<file path="src/rtl/b_add_pkg.sv">
`default_nettype none
// ============================================================================
// Module      : b_add_pkg
// Description : Shared constants and types for the registered binary adder.
//               DATAWD is the operand width; sum_t carries one extra bit so
//               the carry out is never lost.
// Revision    : 1.0 - initial release
// ============================================================================
package b_add_pkg;

  localparam int DATAWD = 8;

  typedef logic [DATAWD-1:0] operand_t;
  typedef logic [DATAWD:0]   sum_t;

endpackage : b_add_pkg
`default_nettype wire

</file>
<file path="src/rtl/b_add_rca.sv">
`default_nettype none
// ============================================================================
// Module      : b_add_rca
// Description : Purely combinational ripple-carry adder built from DATAWD
//               full-adder bit cells. The carry out of the top cell becomes
//               the MSB of the result, so the sum is full precision.
// Ports       : a    in  operand_t  addend A
//               b    in  operand_t  addend B
//               cin  in  1          carry into bit 0
//               sum  out sum_t      a + b + cin, MSB = carry out
// Revision    : 1.0 - initial release
// ============================================================================
module b_add_rca
  import b_add_pkg::*;
(
  input  operand_t a,
  input  operand_t b,
  input  logic     cin,
  output sum_t     sum
);

  // Each cell owns its own carry-in/carry-out nets; the chain is formed by
  // referencing the previous cell's carry out.
  for (genvar i = 0; i < DATAWD; i++) begin : g_fa
    logic w_cin;
    logic w_cout;
    logic w_prop;

    if (i == 0) begin : g_lsb
      assign w_cin = cin;
    end else begin : g_chain
      assign w_cin = g_fa[i-1].w_cout;
    end

    assign w_prop = a[i] ^ b[i];
    assign sum[i] = w_prop ^ w_cin;
    assign w_cout = (a[i] & b[i]) | (w_prop & w_cin);
  end : g_fa

  assign sum[DATAWD] = g_fa[DATAWD-1].w_cout;

endmodule : b_add_rca
`default_nettype wire

</file>
<file path="src/rtl/b_add.sv">
`default_nettype none
// ============================================================================
// Module      : b_add
// Description : Registered unsigned binary adder, oC = iA + iB with one
//               extra carry bit. Two-stage pipeline: operands are registered
//               on the first edge, the sum is registered on the second. One
//               new result per cycle, no handshake.
// Ports       : clk    in  1         clock, rising edge
//               rst_n  in  1         asynchronous reset, active low
//               iA     in  DATAWD    unsigned operand A
//               iB     in  DATAWD    unsigned operand B
//               oC     out DATAWD+1  registered sum, MSB = carry out
// Revision    : 1.0 - initial release
// ============================================================================
module b_add
  import b_add_pkg::*;
(
  input  logic              clk,
  input  logic              rst_n,
  input  logic [DATAWD-1:0] iA,
  input  logic [DATAWD-1:0] iB,
  output logic [DATAWD:0]   oC
);

  operand_t r_a_q;
  operand_t r_b_q;
  sum_t     w_sum;

  // Stage 1: operand capture.
  always_ff @(posedge clk or negedge rst_n) begin
    if (!rst_n) begin
      r_a_q <= '0;
      r_b_q <= '0;
    end else begin
      r_a_q <= iA;
      r_b_q <= iB;
    end
  end

  // Adder sits between the two register stages, so oC has no
  // combinational path from the input ports.
  b_add_rca u_rca (
    .a   (r_a_q),
    .b   (r_b_q),
    .cin (1'b0),
    .sum (w_sum)
  );

  // Stage 2: result register.
  always_ff @(posedge clk or negedge rst_n) begin
    if (!rst_n) begin
      oC <= '0;
    end else begin
      oC <= w_sum;
    end
  end

endmodule : b_add
`default_nettype wire

</file>
<file path="config.mk">
export PLATFORM = sky130hd
export DESIGN_NAME = b_add
export DESIGN_NICKNAME = d
export VERILOG_FILES = /design/src/rtl/b_add_pkg.sv /design/src/rtl/b_add_rca.sv /design/src/rtl/b_add.sv
export SDC_FILE = /design/constraint.sdc
export NUM_CORES = 1
export LEC_CHECK = 0
export BUFFER_PORTS_ARGS = -buffer_cell sky130_fd_sc_hd__buf_2
export CAP_MARGIN = 5
export CORE_MARGIN = 2
export CORE_UTILIZATION = 45
export CTS_CLUSTER_DIAMETER = 150
export DETAILED_ROUTE_END_ITERATION = 8
export PLACE_DENSITY = 0.73
export RECOVER_POWER = 100
export SYNTH_ARGS = -nofsm -noshare
export SYNTH_HDL_FRONTEND = slang
export SYNTH_SLANG_ARGS = --single-unit
</file>
<file path="constraint.sdc">
create_clock -name clk -period 5.6 [get_ports clk]
set_input_delay 0.56 -clock clk [delete_from_list [all_inputs] [get_ports clk]]
set_output_delay 0.56 -clock clk [all_outputs]
set_load 0.005 [all_outputs]
</file>
==> results of run 1 <==
-- final timing paths --
check	slack, ns	end	cells after the start	startpoint
hold reg to reg	0.49	oC[0]	1	r_b_q[0]
min in group asynchronous	0.49	r_b_q[2]	1	rst_n
hold / removal	0.35	r_b_q[7]	1	iB[7]
setup reg to reg	2.09	oC[7]	10	r_a_q[0]
max in group asynchronous	4.39	oC[5]	1	rst_n
setup / recovery	2.09	oC[7]	10	r_a_q[0]
-- power by group --
part / leakage [uW] / switching, uW / internal (uW)
clock: 0.0000150 / 45.1 / 27.7
sequential: 0.000291 / 5.27 / 197
combinational: 0.000181 / 15.2 / 15.9
total: 0.000487 / 65.5 / 241
-- state kept, by name (all words and copies together), names as in the netlist --
register / cells
r_a_q: 8
oC: 9
r_b_q: 8
-- final cells by class --
cell class,count,area share
Tap cell,17,0.0219
Inverter,5,0.0193
Clock buffer,4,0.0271
Timing Repair Buffer,26,0.130
Multi-Input combinational cell,8,0.157
Sequential cell,25,0.644
-- per-layer routing --
metal,vias to the layer above,global-route usage
li1,169,-
met1,181,0.123
met2,20,0.169
met3,2,0.0471
met4,0,0.0686
met5,-,0
-- cells by family after synthesis --
family                   share of synthesized area
adder cells (fa/ha/maj)                      0.192
flip-flops                                   0.785
buffers and inverters                       0.0236
-- critical path, stage by stage (launching register included) --
cell	delay (ns)
dfrtp_1	0.38
ha_1	0.21
fa_1	0.38
fa_1	0.39
fa_1	0.39
fa_1	0.40
fa_1	0.39
fa_1	0.37
inv_1	0.07
fa_1	0.40
inv_1	0.07
-- layout by cell type, fill, tap and decap left out --
master / Yosys / routed
fa_1: 7 / 7
inv_1: 5 / 5
clkbuf_1: 0 / 4
buf_2: 0 / 23
clkbuf_4: 0 / 3
dfrtp_1: 25 / 25
ha_1: 1 / 1
-- through the flow --
stage          hold WS, ns  utilization
2_1_floorplan        0.264            -
3_3_place_gp         0.450        0.561
3_5_place_dp         0.472        0.561
4_1_cts              0.222        0.577
5_1_grt              0.322        0.575
6_report             0.354        0.575
==> run_results.csv, run 1 <==
group,metric,value,unit
detailed_routing,wl_met3,75,um
grt,grt_overflow,0,
die,pin_count,27,
sta,fin_ws,2.09,ns
synthesis,syn_area_per_cell,21.0,sq um
finish,syn_to_final_growth,21.8,%
synthesis,yosysUniqueCellTypes,4,
detailed_routing,wirelength,918,um
worst_setup_path,cp_max_fo,1,
synthesis,yosys-top-cells-count,"dfrtp_1 (25), fa_1 (7), inv_1 (5)",
placement,portBuffers,26,
detailed_routing,drt_iter0_drc,0,
sta,hold_viol_final,0,
detailed_routing,wl_met1,352,um
placement,pre_cts_slack,2.10,ns
grt,track_usage,0.109,
sta,grt_setup_unrepaired,"false",
outcome,status,"completed",
finish,multiInputGateArea,153,sq um
flow_run,maxCapViolations,0,
clock_network,path_clk_slew,0.12,ns
finish,drive_gt1_frac,0.382,
pwr,p_leak,0.000487,uW
clock_network,cts-resized-gates,0,
clock_network,numCtsBuffers,3,
worst_setup_path,cp.arrival,3.76,ns
worst_setup_path,cp-end-kind,"flop",
synthesis,synthCells,38,
finish,fin_cells,85,
placement,post_dp_cell_area,948,sq um
sta,period_share,0.627,
worst_hold_path,min_path_type,"in2reg",
die,dieArea,2120,sq um
worst_setup_path,crit_required,5.85,ns
detailed_routing,vias,372,
synthesis,async_flop_share,1.00,
clock_network,cts-root-buf,"clkbuf_4",
worst_setup_path,cp-start-kind,"flop",
grt,antenna_found_initial,0,
sta,clock.fmax,285,MHz
detailed_routing,post_drt_wl_per_cell,10.8,um
die,rows,15,
placement,dpl.hpwl,721,um
finish,fin_area,971,sq um
clock_network,cts_tree,"done",
synthesis,syn-num-nets,64,
pwr,totalPowerFinal,306,uW
die,start_util,0.472,
synthesis,synth_warnings,0,
sta,maxSlewViolCount,0,
die,die_h,46.1,um
clock_network,worst_skew_pair.late_latency,0.30,ns
detailed_routing,dr.max_layer_used,"met4",
placement,finalWeightedCongestion,0.634,
sta,setup-tns-final,0,ns
synthesis,synth_edf_count,0,
die,coreArea,1690,sq um
synthesis,synth_top_area_cell,"dfrtp_1",
finish,num-fill-cells,139,
grt,grt_pass1_wl,1480,um
synthesis,ys_seq_elements,25,
detailed_routing,avgViaCountPerCell,4.38,
sta,fin_skew,0.00571,ns
synthesis,synth_most_common_cell,"dfrtp_1",
synthesis,synth_ff_type,"dfrtp_1",
detailed_routing,ant_nets,0,
clock_network,cts_max_level,1,
synthesis,synth.cell_area,797,sq um
clock_network,postCtsSetupRepairBufs,0,
detailed_routing,drc,0,
grt,grt_pass1_vias,368,
detailed_routing,dr_wl_met2,473,um
clock_network,hold_buffers,0,
clock_network,clk_path_buf_depth,2,
sta,period_minus_slack,3.51,ns
finish,fin_nets,95,
sta,setup_violations,0,
pwr,ir_drop,0.202,mV
detailed_routing,drt_pass1_iterations,1,
worst_setup_path,path_class,"reg2reg",
pwr,powerDensity,315,nW/um^2
finish,seqCellArea,626,sq um
synthesis,synthTopCellsByArea,"dfrtp_1 (78%), fa_1 (18%), inv_1 (2.4%)",
placement,placed_cells,81,
die,dieWidth,46.1,um
clock_network,clock_sinks,25,
grt,grt_max_degree,26,
finish,num_antenna_cells,0,
sta,max_slew.worst_pin.slew,1.23,ns
sta,relSlewSlack,0.180,
synthesis,seq_area_frac_synth,0.785,
synthesis,netlist.area_leader.share,0.785,
Note: power is estimated with default switching activity, not from simulation.
==> inputs of run 2 (changes only) <==
ABC_AREA = 1   (was default)
clock period = 3.4 ns   (was 5.6 ns; I/O delays follow)
==> run 2 against run 1 <==
Clock skew increased by 0.0011 ns. Sequential share of layout area decreased by 1.6 points. Worst setup slack got worse by 2.0 ns. Critical path depth unchanged. Final area increased by 2.6%. Highest routed layer unchanged. Hold slack got worse by 0.23 ns. Global-route usage increased by 1.1 points. Register-to-register slack got worse by 2.0 ns. First-iteration DRC count unchanged. Via count increased by 4.6%. Maximum frequency increased by 7.6%. Routed wire length increased by 4.9%.
==> run_results.csv, run 2 (synthesis results as in run 1) <==
group,metric,value,unit
outcome,status,"completed",
detailed_routing,wirelength,963,um
die,coreArea,1690,sq um
die,rows,15,
sta,fin_skew,0.00684,ns
sta,setup-tns-final,0,ns
pwr,totalPowerFinal,514,uW
sta,max_slew.worst_pin.slew,1.23,ns
finish,num-fill-cells,136,
die,die_h,46.1,um
worst_setup_path,cpMostUsedCell,"fa_2",
grt,grt_pass1_wl,1570,um
detailed_routing,drt_pass1_iterations,1,
clock_network,clk_path_buf_depth,2,
finish,largest_register_ffs,9,
detailed_routing,post_drt_wl_per_cell,11.2,um
finish,num_antenna_cells,0,
grt,grt_max_degree,26,
die,dieArea,2120,sq um
worst_hold_path,min_path_type,"in2reg",
sta,maxSlewViolCount,0,
worst_setup_path,slowest_delay,0.40,ns
worst_setup_path,crit_chain,"ha_1 > fa_2 > fa_2 > fa_2 > fa_2 > fa_2 > fa_1 > inv_1 > fa_1 > inv_1",
finish,regMostFlops,"oC",
sta,period_minus_slack,3.26,ns
die,start_util,0.472,
worst_setup_path,cp.arrival,3.53,ns
worst_setup_path,cp_top_family,"adder cells",
clock_network,numCtsBuffers,3,
die,dieWidth,46.1,um
worst_setup_path,path_class,"reg2reg",
sta,fin_ws,0.137,ns
placement,placed_cells,81,
sta,setup_violations,0,
sta,relSlewSlack,0.177,
clock_network,clock_sinks,25,
sta,hold_viol_final,0,
worst_setup_path,path_buf_inv,2,
pwr,p_leak,0.000483,uW
detailed_routing,drc,0,
placement,pre_cts_slack,-0.0802,ns
grt,grt_overflow,0,
placement,finalWeightedCongestion,0.639,
clock_network,worst_skew_pair.late_latency,0.31,ns
sta,clock.fmax,307,MHz
clock_network,cts_tree,"done",
finish,fin_cells,86,
die,pin_count,27,
clock_network,cts-root-buf,"clkbuf_4",
sta,grt_setup_unrepaired,"false",
worst_setup_path,cp_max_fo,1,
flow_run,maxCapViolations,0,
worst_setup_path,crit_required,3.66,ns
worst_setup_path,cp-end-kind,"flop",
detailed_routing,avgViaCountPerCell,4.52,
pwr,powerDensity,516,nW/um^2
placement,dpl.hpwl,744,um
grt,antenna_found_initial,0,
clock_network,path_clk_slew,0.13,ns
detailed_routing,vias,389,
pwr,ir_drop,0.359,mV
detailed_routing,drt_iter0_drc,0,
finish,drive_gt1_frac,0.449,
finish,final_common_cell,"dfrtp_1",
finish,syn_to_final_growth,25.0,%
finish,top_regs,"oC x9, r_a_q x8, r_b_q x8",
finish,fin_nets,96,
placement,portBuffers,26,
grt,grt_pass1_vias,361,
sta,period_share,0.960,
detailed_routing,ant_nets,0,
worst_setup_path,cp-start-kind,"flop",
clock_network,postCtsSetupRepairBufs,0,
clock_network,cts_max_level,1,
finish,most-common-layout-cells,"dfrtp_1 (25), buf_2 (22), inv_1 (5), fa_2 (5)",
worst_setup_path,worst_path_max_delay_cell,"fa_1",
grt,track_usage,0.120,
[run 2: repair_timing]
item | CTS | global route
endpoints found under the setup margin | 1 | 1
hold buffers | 1 | 0
resized for setup | 3 | 2
endpoints found under the hold margin | 25 | 0
[run 2: path summary, 6_finish.rpt]
path	slack, ns	end	from	depth (start not counted)
max	0.14	oC[7]	r_a_q[0]	10
max in group asynchronous	1.87	oC[1]	rst_n	2
min reg2reg	0.51	oC[0]	r_b_q[0]	1
max reg2reg	0.14	oC[7]	r_a_q[0]	10
min in group asynchronous	0.80	r_b_q[3]	rst_n	2
min	0.12	r_a_q[4]	iA[4]	1
[run 2: final cells by class]
cell class                 instances  area (sq um)  share of cell area
clock buffer                       3          22.5              0.0226
clock inverter                     1          7.51             0.00754
inverter                           5          18.8              0.0188
multi-input combinational          8           165               0.166
sequential                        25           626               0.628
tap                               17          21.3              0.0214
timing repair buffer              27           135               0.136
[run 2: worst reg2reg max path, cell delays in order (launching register included)]
cell and delay, ns:
dfrtp_1 0.39, ha_1 0.20, fa_2 0.34, fa_2 0.35, fa_2 0.35, fa_2 0.34, fa_2 0.35, fa_1 0.37
inv_1 0.07, fa_1 0.40, inv_1 0.06
[run 2: metrics by stage]
| step | area [sq um] | utilization | hold WS, ns |
|---|---|---|---|
| 3_3_place_gp | 948 | 0.561 | 0.336 |
| 2_1_floorplan | 797 | - | 0.0444 |
| 6_report | 996 | 0.590 | 0.122 |
| 5_1_grt | 996 | 0.590 | 0.0694 |
| 4_1_cts | 996 | 0.590 | 0.103 |
| 3_5_place_dp | 948 | 0.561 | 0.346 |
[run 2: report_power, final]
| part | switching [uW] | internal (uW) |
|---|---|---|
| combinational | 25.4 | 28.1 |
| sequential | 9.46 | 325 |
| clock | 81.9 | 44.8 |
[run 2: per-layer routing]
metal	GRT usage	share of wire	wire length, um	up-vias
met5	0	0	0	-
li1	-	-	-	173
met2	0.158	0.50	483	21
met3	0.0824	0.11	102	5
met4	0.0686	0.020	19	0
met1	0.144	0.37	357	190
